===== config.mk =====
export PLATFORM = sky130hd
export DESIGN_NAME = bitwise_rr_sched
export DESIGN_NICKNAME = d
export VERILOG_FILES = /design/src/rtl/bitwise_rr_sched.sv
export SDC_FILE = /design/constraint.sdc
export NUM_CORES = 1
export LEC_CHECK = 0
export BUFFER_PORTS_ARGS = -buffer_cell sky130_fd_sc_hd__buf_2
export CORE_MARGIN = 2
export CORE_UTILIZATION = 50
export DETAILED_ROUTE_END_ITERATION = 10
export PLACE_DENSITY = 0.82
export REMOVE_ABC_BUFFERS = 1
export SETUP_SLACK_MARGIN = 0.5
export SLEW_MARGIN = 20
export SYNTH_ARGS = -nofsm -noshare
export SYNTH_HDL_FRONTEND = slang
export SYNTH_SLANG_ARGS = --single-unit
export TNS_END_PERCENT = 30

===== constraint.sdc =====
create_clock -name clk -period 6.5 [get_ports clk]
set_clock_uncertainty 0.15 [all_clocks]
set_input_delay 0.325 -clock clk [delete_from_list [all_inputs] [get_ports clk]]
set_output_delay 0.325 -clock clk [all_outputs]
set_load 0.1 [all_outputs]

===== src/rtl/bitwise_rr_sched.sv =====
// bitwise_rr_sched: round-robin share of one AND/ORR/EOR/BIC unit between two requesters, with a one-entry result buffer and N/Z flags.
// Define BITWISE_RR_STATS_EN to add per-requester saturating accept counters (gnt_cnt0/gnt_cnt1, clr_stats).
module bitwise_rr_sched #(
  parameter int WIDTH = 32
) (
  input  logic             clk,
  input  logic             rst,
  input  logic             req0_valid,
  output logic             req0_ready,
  input  logic [1:0]       req0_op,
  input  logic [WIDTH-1:0] req0_a,
  input  logic [WIDTH-1:0] req0_b,
  input  logic             req0_s,
  input  logic             req1_valid,
  output logic             req1_ready,
  input  logic [1:0]       req1_op,
  input  logic [WIDTH-1:0] req1_a,
  input  logic [WIDTH-1:0] req1_b,
  input  logic             req1_s,
  output logic             res_valid,
  input  logic             res_ready,
  output logic [WIDTH-1:0] res_o,
  output logic             res_id,
  output logic             res_n,
  output logic             res_z,
`ifdef BITWISE_RR_STATS_EN
  output logic [15:0]      gnt_cnt0,
  output logic [15:0]      gnt_cnt1,
  input  logic             clr_stats,
`endif
  output logic             flag_n,
  output logic             flag_z
);
  typedef enum logic {EMPTY, FULL} state_t;
  state_t state_q, state_d;
  logic last_q, last_d, id_q, id_d, n_q, n_d, z_q, z_d, fn_q, fn_d, fz_q, fz_d;
  logic gnt, accept, s_sel;
  logic [1:0] op_sel;
  logic [WIDTH-1:0] a_sel, b_sel, alu, res_q, res_d;
  // Ties go to the requester that was not served last; ready is masked during reset.
  assign gnt = (req0_valid & req1_valid) ? ~last_q : req1_valid;
  assign accept = ~rst & (req0_valid | req1_valid) & (state_q == EMPTY | res_ready);
  assign req0_ready = accept & ~gnt;
  assign req1_ready = accept & gnt;
  assign op_sel = gnt ? req1_op : req0_op;
  assign a_sel = gnt ? req1_a : req0_a;
  assign b_sel = gnt ? req1_b : req0_b;
  assign s_sel = gnt ? req1_s : req0_s;
  always_comb begin
    alu = op_sel == 2'b00 ? a_sel & b_sel :
          op_sel == 2'b01 ? a_sel | b_sel :
          op_sel == 2'b10 ? a_sel ^ b_sel : a_sel & ~b_sel;
    state_d = accept ? FULL : (res_ready ? EMPTY : state_q);
    last_d = accept ? gnt : last_q;
    res_d = accept ? alu : res_q;
    id_d = accept ? gnt : id_q;
    n_d = accept ? alu[WIDTH-1] : n_q;
    z_d = accept ? ~|alu : z_q;
    fn_d = (accept & s_sel) ? alu[WIDTH-1] : fn_q;
    fz_d = (accept & s_sel) ? ~|alu : fz_q;
  end
  always_ff @(posedge clk or posedge rst) begin
    if (rst) begin
      state_q <= EMPTY;
      last_q <= 1'b1;
      res_q <= '0;
      id_q <= 1'b0;
      n_q <= 1'b0;
      z_q <= 1'b0;
      fn_q <= 1'b0;
      fz_q <= 1'b0;
    end else begin
      state_q <= state_d;
      last_q <= last_d;
      res_q <= res_d;
      id_q <= id_d;
      n_q <= n_d;
      z_q <= z_d;
      fn_q <= fn_d;
      fz_q <= fz_d;
    end
  end
  assign res_valid = state_q == FULL;
  assign res_o = res_q;
  assign res_id = id_q;
  assign res_n = n_q;
  assign res_z = z_q;
  assign flag_n = fn_q;
  assign flag_z = fz_q;
`ifdef BITWISE_RR_STATS_EN
  logic [15:0] cnt0_q, cnt0_d, cnt1_q, cnt1_d;
  always_comb begin
    cnt0_d = clr_stats ? 16'd0 : (req0_ready && cnt0_q != 16'hFFFF) ? cnt0_q + 16'd1 : cnt0_q;
    cnt1_d = clr_stats ? 16'd0 : (req1_ready && cnt1_q != 16'hFFFF) ? cnt1_q + 16'd1 : cnt1_q;
  end
  always_ff @(posedge clk or posedge rst) begin
    if (rst) begin
      cnt0_q <= 16'd0;
      cnt1_q <= 16'd0;
    end else begin
      cnt0_q <= cnt0_d;
      cnt1_q <= cnt1_d;
    end
  end
  assign gnt_cnt0 = cnt0_q;
  assign gnt_cnt1 = cnt1_q;
`endif
endmodule


==> flow_metrics.tcl, run 1 <==
set metrics [dict create \
    die_h_um 105 \
    initial_core_util_pct 51.7 \
    grt_overflow 0 \
    cp.required_ns 6.57 \
    antenna_found_initial 0 \
    synth-seq-area-share_pct 18.8 \
    synth_top_cell_by_area "ha_1" \
    io_buffers 178 \
    cp_slowest_stage_delay_ns 0.71 \
    hp-class "primary input to async pin" \
    hold_viol_final 0 \
    rsz0062_at_grt "no" \
    yosysWarnings 0 \
    drtIter0Drc 172 \
    critical_path.top_delay_family "compound AO/OA/AOI/OAI gates" \
    synth_top_cell_area_share_pct 23.8 \
    wl_um 13000 \
    syn_area_um2 5060 \
    row_count 36 \
    vias 4696 \
    r2r-end "flag_z$_DFFE_PP0P_" \
    r2r-start "last_q$_DFFE_PP1P_" \
    maxCapViolations 0 \
    cts-root-buf "clkbuf_8" \
    cts_tree "yes" \
    synth_top_family_by_area "multiplexers" \
    ant_nets 0 \
    layout_setup_ws_ns 2.46 \
    cts_made_buffers 5 \
    synth.top_cells.by_area "ha_1 24%, dfrtp_1 18%, mux2i_1 15%" \
    synthToLayoutAreaGrowth_pct 20.1 \
    grt_pass1_wl_um 21800 \
    cp-end-kind "flop" \
    synth_xor_area_share_pct 0 \
    io_pins 179 \
    leakage_uw 0.00340 \
    path_class "flop to flop" \
    cp_slowest_cell "buf_4" \
    place_area_um2 5960 \
    outcome "finished, final reports clean" \
    slew-limit-headroom_pct 29.1 \
    ys_seq_elements 38 \
    drive_gt1_share_pct 31.6 \
    cp-start-kind "flop" \
    final_max_slew_viol_count 0 \
    postCtsHoldBufs 0 \
    fin_tns_setup_ns 0 \
    syn-instance-count 579 \
    grt_max_degree 62 \
    reg2reg_depth 11 \
    routed_via_density 5.42 \
    synthSimpleGateAreaFrac_pct 11.5 \
    dpl_worst_slack_ns 2.49 \
    cts_resized 0 \
    cp_data_arrival_time_ns 4.11 \
    path_common_cell "o21ai_0" \
    htree_levels 2 \
    dp_hpwl_um 10000 \
    timing.final.crit_share_pct 62.1 \
    die_area_um2 10900 \
    cp_num_buf_inv 1 \
    total_power_uw 1630 \
    fp.dieW_um 105 \
    cts.sinks 38 \
    core_area_um2 9770 \
    placed_cells 859 \
    worst_pin_slew_ns 1.04 \
    avgRoutedWirePerCell_um 15.0 \
    vdd_ir_drop_max_v 0.000196 \
    firstDrtPassIters 4 \
    finalInstanceArea_um2 6070 \
    setup-violations-final 0 \
    synth_compound_area_share_pct 11.5 \
    synthAdderAreaFrac_pct 23.8 \
    synth.mux.area_fraction_pct 25.1 \
    post_cts_buffers 0 \
    clockBufferDepth 2 \
    clock_latency_ns 0.29 \
    path_cells "a21bo_4 > buf_4 > mux2i_1 > ha_1 > nor4_1 > nand3_1 > nor3_1 > o21ai_0 > o21ai_0 > nand4_1 > o22ai_1" \
    timing.fmax_ghz 0.248 \
    synth.distinct_cells 37 \
    clk_pin_slew_ns 0.09 \
    critPathMaxFanout 48 \
    insertedDiodeCount 0 \
    layout.nets 968 \
    avgSynthCellArea_um2 8.73 \
    power_density_nw_per_um2 268 \
    gp_congestion 0.860 \
    stdcell_count 867 \
    grt_usage_pct 23.7 \
    reg2reg_slack_ns 2.46 \
    nFillCells 864 \
    min_period_ns 4.04 \
    grt_pass1_vias 4866 \
    drc 0 \
]
power by group:
group | total, uW | internal, uW | switching (uW) | leakage (uW)
clock network | 218 | 125 | 92.3 | 0.0000585
logic | 1070 | 266 | 803 | 0.00288
registers | 340 | 304 | 36.3 | 0.000457
total | 1630 | 696 | 932 | 0.00340
cells in the mapped netlist:
master,n
o21ai_1,2
buf_6,3
mux4_2,6
o211ai_1,6
nand2b_1,3
a22oi_1,3
dfrtp_1,37
mux2i_4,1
a21o_1,3
nor4_1,11
nand4b_1,1
mux2_2,29
clkbuf_1,8
buf_1,3
dfstp_2,1
nor2_1,23
nand2_1,71
o21a_1,2
inv_1,74
mux2_4,1
nand3_1,11
a21oi_2,1
a21boi_2,1
a21oi_1,12
mux2i_1,77
a21bo_1,1
nand4_1,5
nor2b_1,2
a211oi_1,17
a2111oi_4,1
buf_2,14
buf_4,6
o21ai_0,23
nor3_1,7
ha_1,96
a31oi_1,15
o22ai_1,2
metal layers:
layer	share of wire, %	track usage [%]	up-vias
li1	-	-	2298
met5	0	0	-
met4	0.96	5.41	0
met2	52	44.9	192
met3	6.5	3.74	13
met1	40	27.8	2193
worst register-to-register path, cell delays in order, from the launching register on:
cell     delay (ns)
dfstp_2        0.57
a21bo_4        0.60
buf_4          0.72
mux2i_1        0.44
ha_1           0.32
nor4_1         0.32
nand3_1        0.12
nor3_1         0.16
o21ai_0        0.09
o21ai_0        0.15
nand4_1        0.18
o22ai_1        0.16
state kept, by name, indices dropped and copies added (netlist names):
name       count
flag_n         1
res_id         1
res_valid      1
res_o         32
last_q         1
flag_z         1
res_z          1
layout by cell type (no fill, tap or decap), types with 12 or more instances in the layout:
master,n
buf_2,178
ha_1,96
mux2i_1,76
inv_1,73
nand2_1,71
dfrtp_1,37
mux2_2,29
o21ai_0,23
nor2_1,23
a211oi_1,17
a31oi_1,15
a21oi_1,12
final cells by class:
class / count / area, um2 / share of cell area (%)
sequential: 38 / 952 / 15.7
inverter: 74 / 278 / 4.57
multi-input combinational: 433 / 3650 / 60.1
clock inverter: 1 / 30.0 / 0.494
tap: 133 / 166 / 2.74
timing repair buffer: 181 / 913 / 15.0
clock buffer: 7 / 86.3 / 1.42
cells by family after synthesis:
group                    Yosys count
AND/OR/NAND/NOR                  134
flip-flops                        38
buffers and inverters            108
AO/OA/AOI/OAI                     89
multiplexers                     114
adder cells (fa/ha/maj)           96
metrics by stage:
stage / hold slack [ns] / utilization, %
final: 0.00105 / 62.1
after global routing: 0.0430 / 62.1
after CTS: 0.0172 / 62.1
after detailed placement: 0.310 / 61.0
after global placement: 0.309 / 61.0
after floorplan: 0.332 / -
how the worst max path moves through the flow:
stage                            start                  to  slack (ns)  cells past startpoint
floorplan           last_q$_DFFE_PP1P_  flag_z$_DFFE_PP0P_        1.52                      7
global route        last_q$_DFFE_PP1P_   res_z$_DFFE_PP0P_        2.13                     12
finish              last_q$_DFFE_PP1P_  flag_z$_DFFE_PP0P_        2.46                     11
CTS                 last_q$_DFFE_PP1P_  flag_z$_DFFE_PP0P_        2.47                     11
global placement    last_q$_DFFE_PP1P_  flag_z$_DFFE_PP0P_        2.67                     12
detailed placement  last_q$_DFFE_PP1P_  flag_z$_DFFE_PP0P_        2.49                     11
Power figures use the tool's default switching activity.
==> run 2: changes to the inputs <==
Clock period 6.5 ns to 4.07 ns, I/O delays scaled along.
==> flow_metrics.tcl, run 2 (same netlist as run 1, synthesis figures left out) <==
set metrics [dict create \
    drc 0 \
    power_density_nw_per_um2 415 \
    power.share.switching_pct 58.5 \
    die_h_um 105 \
    htree_levels 2 \
    drive_gt1_share_pct 32.4 \
    top_usage_layer "met2" \
    die_area_um2 10900 \
    rsz0062_at_grt "no" \
    placed_cells 863 \
    synthToLayoutAreaGrowth_pct 21.9 \
    row_count 36 \
    io_buffers 178 \
    setup-violations-final 0 \
    cp.required_ns 4.13 \
    initial_core_util_pct 51.7 \
    cts_made_buffers 5 \
    path_cells "a21bo_4 > buf_12 > buf_12 > mux2i_1 > inv_1 > ha_1 > nor4_1 > nand3_1 > nor3_1 > a31oi_1 > o21ai_0 > nand4_1 > o22ai_1" \
    path_class "flop to flop" \
    layout.nets 977 \
    avgRoutedWirePerCell_um 15.5 \
    timing.fmax_ghz 0.316 \
    clk_pin_slew_ns 0.08 \
    io_pins 179 \
    cts-root-buf "clkbuf_8" \
    worst_pin_slew_ns 0.773 \
    cp_num_buf_inv 3 \
    mostFrequentLayoutCell "buf_2" \
    place_area_um2 6010 \
    leakage_uw 0.00344 \
    finalInstanceArea_um2 6160 \
    drtIter0Drc 169 \
    timing.final.crit_share_pct 77.8 \
    hp-start "res_ready" \
    routed_via_density 5.40 \
    firstDrtPassIters 4 \
    nFillCells 875 \
    final_max_slew_viol_count 0 \
    largest_reg_flops 32 \
    cp-start-kind "flop" \
    fin_tns_setup_ns 0 \
    clockBufferDepth 2 \
    grt_pass1_wl_um 22300 \
    cp_slowest_cell "dfstp_2" \
    met3_usage_pct 4.18 \
    critical_path.top_delay_family "simple AND/OR/NAND/NOR gates" \
    insertedDiodeCount 0 \
    core_area_um2 9770 \
    cp_slowest_stage_delay_ns 0.58 \
    critPathMaxFanout 28 \
    use_met2_pct 46.4 \
    worstSetupStartpoint "last_q$_DFFE_PP1P_" \
    net-switching-power_uw 1500 \
    hold_viol_final 0 \
    stdcell_count 876 \
    min_period_ns 3.17 \
    grt_pass1_vias 5060 \
    r2r-start "last_q$_DFFE_PP1P_" \
    p_int_uw 1060 \
    outcome "finished, final reports clean" \
    cp-end-kind "flop" \
    vias 4730 \
    combPwrFrac_pct 67.8 \
    hp-class "primary input to flop" \
    grt_overflow 0 \
    gp_congestion 0.905 \
    path_common_cell "buf_12" \
    cts_tree "yes" \
    grt_max_degree 46 \
    cts.sinks 38 \
    cp_data_arrival_time_ns 3.23 \
    dp_hpwl_um 10600 \
    final_cell_mix "178 x buf_2, 96 x ha_1, 76 x mux2i_1" \
    fp.dieW_um 105 \
    use_met1_pct 28.3 \
    grt_usage_pct 24.6 \
    clkPwrFrac_pct 11.0 \
    antenna_found_initial 0 \
    clock_latency_ns 0.29 \
    ant_nets 0 \
    wl_um 13600 \
    slew-limit-headroom_pct 48.4 \
    maxCapViolations 0 \
    pwr-share-seq_pct 21.2 \
    vdd_ir_drop_max_v 0.000330 \
]
## run 2: final cells by class
cell class	instances	area [um2]	area share, %
Clock buffer	6	82.6	1.34
Clock inverter	2	12.5	0.203
Inverter	74	278	4.51
Multi-Input combinational cell	434	3660	59.4
Sequential cell	38	952	15.4
Tap cell	133	166	2.70
Timing Repair Buffer	189	1010	16.4
## run 2: final timing paths
check	cells after the start	slack [ns]	endpoint
hold reg to reg	2	0.34	res_o[2]$_DFFE_PP0P_
setup reg to reg	13	0.90	flag_z$_DFFE_PP0P_
setup / recovery	13	0.90	flag_z$_DFFE_PP0P_
min in group asynchronous	4	0.49	res_o[30]$_DFFE_PP0P_
hold / removal	3	0.07	res_valid$_DFFE_PP0P_
max in group asynchronous	4	2.91	last_q$_DFFE_PP1P_
## run 2: per-stage QoR
| stage | utilization, % | setup slack (ns) | hold slack (ns) | total power, uW |
|---|---|---|---|---|
| after floorplan | - | -0.911 | 0.210 | 1910 |
| after global placement | 61.5 | 0.803 | 0.242 | 2220 |
| after detailed placement | 61.5 | 0.676 | 0.249 | 2270 |
| after CTS | 62.6 | 0.625 | 0.0554 | 2570 |
| after global routing | 63.1 | 0.642 | 0.0994 | 2710 |
| final | 63.1 | 0.902 | 0.0729 | 2560 |
## run 2: worst min-delay path, delay by kind of cell
family                 cells  cell delay (ns)
AND/OR/NAND/NOR            2             0.20
buffers and inverters      1             0.08
## run 2: power groups by stage
stage	logic [uW]	registers, uW	clock network, uW
2_1_floorplan	570	1340	0
5_1_grt	1840	557	312
4_1_cts	1730	543	293
6_report	1730	544	281
3_5_place_dp	1720	551	0
3_3_place_gp	1680	546	0
## run 2: layer usage
| layer | vias up | share of wire (%) |
|---|---|---|
| met5 | - | 0 |
| met3 | 23 | 6.3 |
| met2 | 178 | 51 |
| li1 | 2311 | - |
| met4 | 0 | 1.8 |
| met1 | 2218 | 41 |
## run 2: what timing repair did
| item | 4_1_cts | 5_1_grt |
|---|---|---|
| endpoints found under the hold margin | 37 | 0 |
| buffers inserted | 0 | 3 |
| hold buffers | 1 | 0 |
| endpoints found under the setup margin | 0 | 4 |
| gates resized for setup | 0 | 0 |
